$ cat src/rtl/mem_port_arbiter_pkg.sv
// Shared types for the data-RAM port arbiter: FSM states, grant owner, default width.
// No logic; types and constants only.
// No flow control.
package mem_port_arbiter_pkg;

    localparam int ADDR_W_DEFAULT = 10;

    typedef enum logic [1:0] {
        IDLE    = 2'd0,
        CPU_ACC = 2'd1,
        LDR_ACC = 2'd2
    } state_t;

    typedef enum logic {
        OWNER_CPU = 1'b0,
        OWNER_LDR = 1'b1
    } owner_t;

endpackage

$ cat src/rtl/mem_port_arbiter_halfword_lane_steer.sv
// Halfword lane decode: lane enables, write-data steering and zero-extended read-data extract.
// Purely combinational, zero latency.
// No flow control; follows its inputs every cycle.
module halfword_lane_steer (
    input  logic        halfw,
    input  logic        lane_hi,
    input  logic [31:0] wdata_in,
    input  logic [31:0] rdata_in,
    output logic        sel_hi,
    output logic        sel_lo,
    output logic [31:0] wdata_out,
    output logic [31:0] rdata_out
);

    // Word accesses use both lanes; halfwords pick one lane and zero the other.
    always_comb begin
        sel_hi    = 1'b1;
        sel_lo    = 1'b1;
        wdata_out = wdata_in;
        rdata_out = rdata_in;
        if (halfw) begin
            if (lane_hi) begin
                sel_lo    = 1'b0;
                wdata_out = {wdata_in[15:0], 16'h0000};
                rdata_out = {16'h0000, rdata_in[31:16]};
            end else begin
                sel_hi    = 1'b0;
                wdata_out = {16'h0000, wdata_in[15:0]};
                rdata_out = {16'h0000, rdata_in[15:0]};
            end
        end
    end

endmodule

$ cat src/rtl/mem_port_arbiter.sv
// Two-port (CPU / loader) arbiter onto one single-ported data RAM, round-robin on ties.
// Latency: req->ack 2 cycles uncontested, at most 4 contested; RAM driven in the grant cycle.
// Backpressure: requester holds req until its one-cycle ack; cpu_stall freezes the pipeline meanwhile.
module mem_port_arbiter
    import mem_port_arbiter_pkg::*;
#(
    parameter int ADDR_W = ADDR_W_DEFAULT
) (
    input  logic              CLK,
    input  logic              RST,

    input  logic              cpu_req,
    input  logic              cpu_we,
    input  logic              cpu_halfw,
    input  logic [31:0]       cpu_addr,
    input  logic [31:0]       cpu_wdata,
    output logic              cpu_stall,
    output logic              cpu_ack,
    output logic [31:0]       cpu_rdata,

    input  logic              ldr_req,
    input  logic              ldr_we,
    input  logic [31:0]       ldr_addr,
    input  logic [31:0]       ldr_wdata,
    output logic              ldr_ack,
    output logic [31:0]       ldr_rdata,

    output logic [ADDR_W-1:0] ram_addr,
    output logic [31:0]       ram_wdata,
    output logic              ram_we,
    output logic              ram_sel_hi,
    output logic              ram_sel_lo,
    input  logic [31:0]       ram_rdata
);

    state_t            state;
    state_t            state_nxt;
    owner_t            last_grant;
    owner_t            win;
    logic              grant;
    logic              armed;

    logic              acc_halfw;
    logic              acc_lane_hi;
    logic [ADDR_W-1:0] addr_q;

    logic              mux_halfw;
    logic              mux_lane_hi;
    logic              mux_we;
    logic [31:0]       mux_wdata;
    logic [ADDR_W-1:0] mux_addr;

    logic              st_sel_hi;
    logic              st_sel_lo;
    logic [31:0]       st_wdata;
    logic [31:0]       st_rdata;

    // Address bits above the RAM window wrap; byte-offset bits carry no word information.
    logic              unused_addr_bits;
    assign unused_addr_bits = ^{cpu_addr[31:ADDR_W+2], cpu_addr[0],
                                ldr_addr[31:ADDR_W+2], ldr_addr[1:0]};

    // Arbitration in IDLE: single requester wins outright, ties go to whoever did not win last.
    // 'armed' holds off any grant until the first clock edge after reset release.
    always_comb begin
        grant = 1'b0;
        win   = OWNER_CPU;
        if (armed && state == IDLE && (cpu_req || ldr_req)) begin
            grant = 1'b1;
            if (cpu_req && ldr_req)
                win = (last_grant == OWNER_CPU) ? OWNER_LDR : OWNER_CPU;
            else if (ldr_req)
                win = OWNER_LDR;
        end
    end

    // Next state: a grant moves to the owner's access state, every access state returns to IDLE.
    always_comb begin
        state_nxt = state;
        case (state)
            IDLE:    if (grant) state_nxt = (win == OWNER_CPU) ? CPU_ACC : LDR_ACC;
            CPU_ACC: state_nxt = IDLE;
            LDR_ACC: state_nxt = IDLE;
            default: state_nxt = IDLE;
        endcase
    end

    // Winner mux: live request fields while granting, latched lane info during the access state.
    always_comb begin
        mux_halfw   = acc_halfw;
        mux_lane_hi = acc_lane_hi;
        mux_we      = 1'b0;
        mux_wdata   = 32'h0;
        mux_addr    = addr_q;
        if (state == IDLE) begin
            if (win == OWNER_CPU) begin
                mux_halfw   = cpu_halfw;
                mux_lane_hi = cpu_addr[1];
                mux_we      = cpu_we;
                mux_wdata   = cpu_wdata;
                mux_addr    = cpu_addr[ADDR_W+1:2];
            end else begin
                mux_halfw   = 1'b0;
                mux_lane_hi = 1'b0;
                mux_we      = ldr_we;
                mux_wdata   = ldr_wdata;
                mux_addr    = ldr_addr[ADDR_W+1:2];
            end
        end
    end

    halfword_lane_steer u_steer (
        .halfw     (mux_halfw),
        .lane_hi   (mux_lane_hi),
        .wdata_in  (mux_wdata),
        .rdata_in  (ram_rdata),
        .sel_hi    (st_sel_hi),
        .sel_lo    (st_sel_lo),
        .wdata_out (st_wdata),
        .rdata_out (st_rdata)
    );

    // The RAM only sees an access in the grant cycle; otherwise strobes are low and the address holds.
    assign ram_we     = grant & mux_we;
    assign ram_sel_hi = grant & st_sel_hi;
    assign ram_sel_lo = grant & st_sel_lo;
    assign ram_wdata  = grant ? st_wdata : 32'h0;
    assign ram_addr   = grant ? mux_addr : addr_q;

    assign cpu_stall  = cpu_req & ~cpu_ack;

    // State register; reset parks in IDLE with the loader as last winner so the CPU wins first.
    always_ff @(posedge CLK or posedge RST) begin
        if (RST) begin
            state      <= IDLE;
            last_grant <= OWNER_LDR;
            armed      <= 1'b0;
        end else begin
            state <= state_nxt;
            armed <= 1'b1;
            if (grant)
                last_grant <= win;
        end
    end

    // Access bookkeeping: latch the granted access, then capture read data and pulse the ack.
    always_ff @(posedge CLK or posedge RST) begin
        if (RST) begin
            addr_q      <= '0;
            acc_halfw   <= 1'b0;
            acc_lane_hi <= 1'b0;
            cpu_ack     <= 1'b0;
            ldr_ack     <= 1'b0;
            cpu_rdata   <= 32'h0;
            ldr_rdata   <= 32'h0;
        end else begin
            cpu_ack <= 1'b0;
            ldr_ack <= 1'b0;
            if (grant) begin
                addr_q      <= mux_addr;
                acc_halfw   <= mux_halfw;
                acc_lane_hi <= mux_lane_hi;
            end
            if (state == CPU_ACC) begin
                cpu_rdata <= st_rdata;
                cpu_ack   <= 1'b1;
            end
            if (state == LDR_ACC) begin
                ldr_rdata <= st_rdata;
                ldr_ack   <= 1'b1;
            end
        end
    end

endmodule

$ cat config.mk
export PLATFORM = sky130hd
export DESIGN_NAME = mem_port_arbiter
export DESIGN_NICKNAME = d
export VERILOG_FILES = /design/src/rtl/mem_port_arbiter_pkg.sv /design/src/rtl/mem_port_arbiter_halfword_lane_steer.sv /design/src/rtl/mem_port_arbiter.sv
export SDC_FILE = /design/constraint.sdc
export NUM_CORES = 1
export LEC_CHECK = 0
export CORE_AREA = 2 2 109 111
export CTS_CLUSTER_DIAMETER = 60
export DETAILED_ROUTE_END_ITERATION = 8
export DIE_AREA = 0 0 111 113
export MAX_ROUTING_LAYER = met4
export PLACE_DENSITY = 0.81
export SYNTH_ARGS = -nofsm -noshare
export SYNTH_HDL_FRONTEND = slang
export SYNTH_SLANG_ARGS = --single-unit
$ cat constraint.sdc
create_clock -name CLK -period 5.7 [get_ports CLK]
set_input_delay 1.14 -clock CLK [delete_from_list [all_inputs] [get_ports CLK]]
set_output_delay 1.14 -clock CLK [all_outputs]
set_load 0.01 [all_outputs]
==> results.py <==
metrics = {
    "drt": {
        "avgViaCountPerCell": 5.079,
        "routed-via-count": 4119,
        "finalWirelength_um": 13140,
        "drt_pass1_iterations": 5,
        "wl_per_cell_um": 16.21,
        "drc": 0,
        "drt-initial-drc-count": 212,
        "drtAntennaViolNets": 0,
    },
    "cts": {
        "cts-htree-levels": 3,
        "cts-hold-fix-buffers": 0,
        "worstSkewPairLatency_ns": 0.33,
        "buffer_depth_of_the_longest_clock_path": 2,
        "cts_tree": "yes",
        "post-cts-setup-buffer-count": 0,
        "clockRootBuffer": "clkbuf_16",
        "worst_setup_hold_path_clk_slew_ns": 0.06,
        "cts_buf_count": 9,
        "post_cts_resize_count": 0,
        "cts.sink_count": 82,
    },
    "pwr": {
        "power.static_leakage_nw": 2.942,
        "worst_ir_drop_vdd_v": 0.0002466,
        "cellPowerDensity_nw_per_um2": 352.7,
    },
    "global_route": {
        "global_route_wire_length_before_repair_um": 20800,
        "grt_util_met1_pct": 23.81,
        "grt_remaining_overflow": 0,
        "grt.total_usage_pct": 21.49,
        "grt_antenna_before_repair": 0,
        "groute.layer.met3.usage_pct": 5.463,
        "grt_start_max_net_pins": 66,
        "grt_pass1_vias": 4175,
        "top_usage_layer": "met2",
        "global_route.usage.met2_pct": 37.83,
    },
    "sta": {
        "finalMaxSlewViolations": 0,
        "final.min_clock_period_ns": 4.666,
        "worst_pin_slew_ns": 0.8256,
        "worst_slew_margin_rel_pct": 44.76,
        "maximum_clock_frequency_ghz": 0.2143,
        "total_neg_setup_slack_ns": 0,
        "hold_viol": 0,
        "fin_worst_skew_ns": 0.008369,
        "setup_viol": 0,
        "final_min_period_over_clock_period_pct": 81.86,
        "rsz_0062_raised_after_global_routing": "false",
    },
    "synthesis": {
        "synthMostInstantiatedCell": "nand2_1",
        "synth-xor-area-share_pct": 0,
        "synth_top_cells_by_area": "dfrtp_1, nand2_1, o21ai_1",
        "synthArstFlopShare_pct": 100.0,
        "share_of_the_synthesized_area_in_the_top_cell_type_pct": 50.47,
        "synth_fa_ha_area_share_pct": 0,
        "ys_ff_latch": 82,
        "synth_edf_count": 0,
        "nets_in_the_synthesized_netlist": 614,
        "synth-main-ff-cell": "dfrtp_1",
        "synth_simple_gate_area_share_pct": 21.09,
        "yosys_warnings": 0,
        "share_of_synthesized_area_occupied_by_flip_flops_and_latches_pct": 51.12,
        "synthCells": 447,
        "synth_commonest_cells": "nand2_1, dfrtp_1, o21ai_1",
        "synth.cell_area_um2": 4016,
        "synth.mux.area_fraction_pct": 3.988,
        "synth-compound-area-share_pct": 18.07,
        "largest_family_of_logic_cells_by_synthesized_area": "simple AND/OR/NAND/NOR gates",
        "synth.largest_area_cell": "dfrtp_1",
        "synth.avg_cell_area_um2": 8.985,
        "synth_cell_types": 35,
    },
    "finish": {
        "non_filler_instances": 811,
        "syn2layout_area_growth_pct": 66.88,
        "drive_gt1_share_pct": 5.240,
        "final_net_count": 830,
        "num_antenna_cells": 0,
        "num-fill-cells": 972,
    },
    "setup_path": {
        "cp_data_arrival_time_ns": 3.53,
        "criticalPathCategory": "input port to primary output",
        "crit_path_max_fanout": 12,
        "critPathRequiredTime_ns": 4.56,
        "worst_setup_path_end_kind": "primary output",
        "worst_setup_path_start_kind": "input port",
    },
    "status": {
        "status": "finished, final reports clean",
    },
    "placement": {
        "gp_congestion": 0.8214,
        "place_hpwl_um": 9876,
        "buffer_ports.inserted": 235,
        "place.detailed.instances": 795,
    },
    "job": {
        "count_of_max_cap_constraint_violations": 0,
    },
    "die": {
        "total_die_area_um2": 12540,
        "io-pin-count": 279,
        "placement_rows": 39,
        "die_w_um": 111,
        "start_util_pct": 35.63,
        "die_height_um": 113,
        "fp.coreArea_um2": 11270,
    },
    "hold_path": {
        "holdCritPathClass": "flip-flop to flip-flop",
    },
}
[worst max-delay path: stages]
cell and delay, ns:
clkdlybuf4s50_1 0.52, and2_4 0.19, nor2_4 0.04, nand2_2 0.07, inv_2 0.10, nor2_1 0.66, a21o_1 0.24, clkdlybuf4s50_1 0.55
[report_power, final]
part	internal (mW)	leakage [nW]	switching [mW]	total (mW)
Combinational	0.532	1.79	0.401	0.933
Clock	0.339	0.139	0.218	0.556
Sequential	0.770	1.02	0.105	0.874
Total	1.64	2.94	0.724	2.36
[worst paths after layout]
kind,slack [ns],end,cells past startpoint,from
max,1.03,ram_addr[4],8,cpu_req
min,0.47,last_grant,2,last_grant
max reg2reg,3.81,cpu_rdata[15],3,acc_halfw
min reg2reg,0.47,last_grant,2,last_grant
max in group asynchronous,3.49,ldr_rdata[20],3,RST
min in group asynchronous,1.19,addr_q[7],2,RST
[routing by layer]
| metal | wire [um] | vias to the layer above |
|---|---|---|
| met5 | 0 | - |
| met1 | 5255 | 1935 |
| met4 | 325 | 0 |
| li1 | - | 1970 |
| met3 | 830 | 24 |
| met2 | 6733 | 190 |
[final cells by class]
class                           count  area, um^2  area share [%]
Sequential cell                    82        2053           30.63
Clock buffer                       11       232.7           3.472
Timing Repair Buffer              243        2412           35.99
Multi-Input combinational cell    320        1742           25.98
Inverter                            7       27.53          0.4107
Tap cell                          143       178.9           2.669
Clock inverter                      5       56.30          0.8400
[registers in the layout (all words and copies together), names as in the netlist]
| name | flops |
|---|---|
| state | 2 |
| acc_halfw | 1 |
| ldr_rdata | 32 |
| armed | 1 |
| acc_lane_hi | 1 |
| cpu_rdata | 32 |
| addr_q | 10 |
| cpu_ack | 1 |
| ldr_ack | 1 |
| last_grant | 1 |
[cells in the final DEF, fill, tap and decap left out, drive strengths merged]
cell           synthesis  layout
nand2                119     119
o22ai                  2       2
nor2b                  1       1
clkinv                 0       4
nand3                  2       2
buf                   26       8
nor2                   3       3
dfstp                  1       1
conb                   1       1
and2                   2       2
o21ai                 68      68
a31oi                 14      14
a21o                  10      10
bufinv                 0       1
o21a                   2       2
nand3b                14      14
inv                    7       6
clkbuf                12      11
a22o                  11      11
nand4                 16      16
or2                    2       2
mux2i                 16      16
clkinvlp               0       1
clkdlybuf4s50          0     235
a21oi                 19      19
nand2b                18      18
dfrtp                 81      81
[logic make-up (layout without fill, tap and decap cells)]
kind of cell / after synthesis / after routing
compound gates: 126 / 126
other cells: 1 / 1
buf+inv: 45 / 266
flops: 82 / 82
simple gates: 177 / 177
mux: 16 / 16
[stage by stage]
stage          utilization (%)  area, um^2  power [mW]  setup WS (ns)  hold slack, ns
6_report                 59.46        6703       2.364          1.034          0.4696
5_1_grt                  59.46        6703       2.505         0.8531          0.5050
4_1_cts                  59.46        6703       2.395         0.9554          0.4716
3_5_place_dp             56.90        6414       1.828         0.9576          0.4577
3_3_place_gp             56.90        6414       1.799          1.052          0.4546
2_1_floorplan                -        4016       1.254          2.453          0.4394
Note: power is estimated with default switching activity, not from simulation.
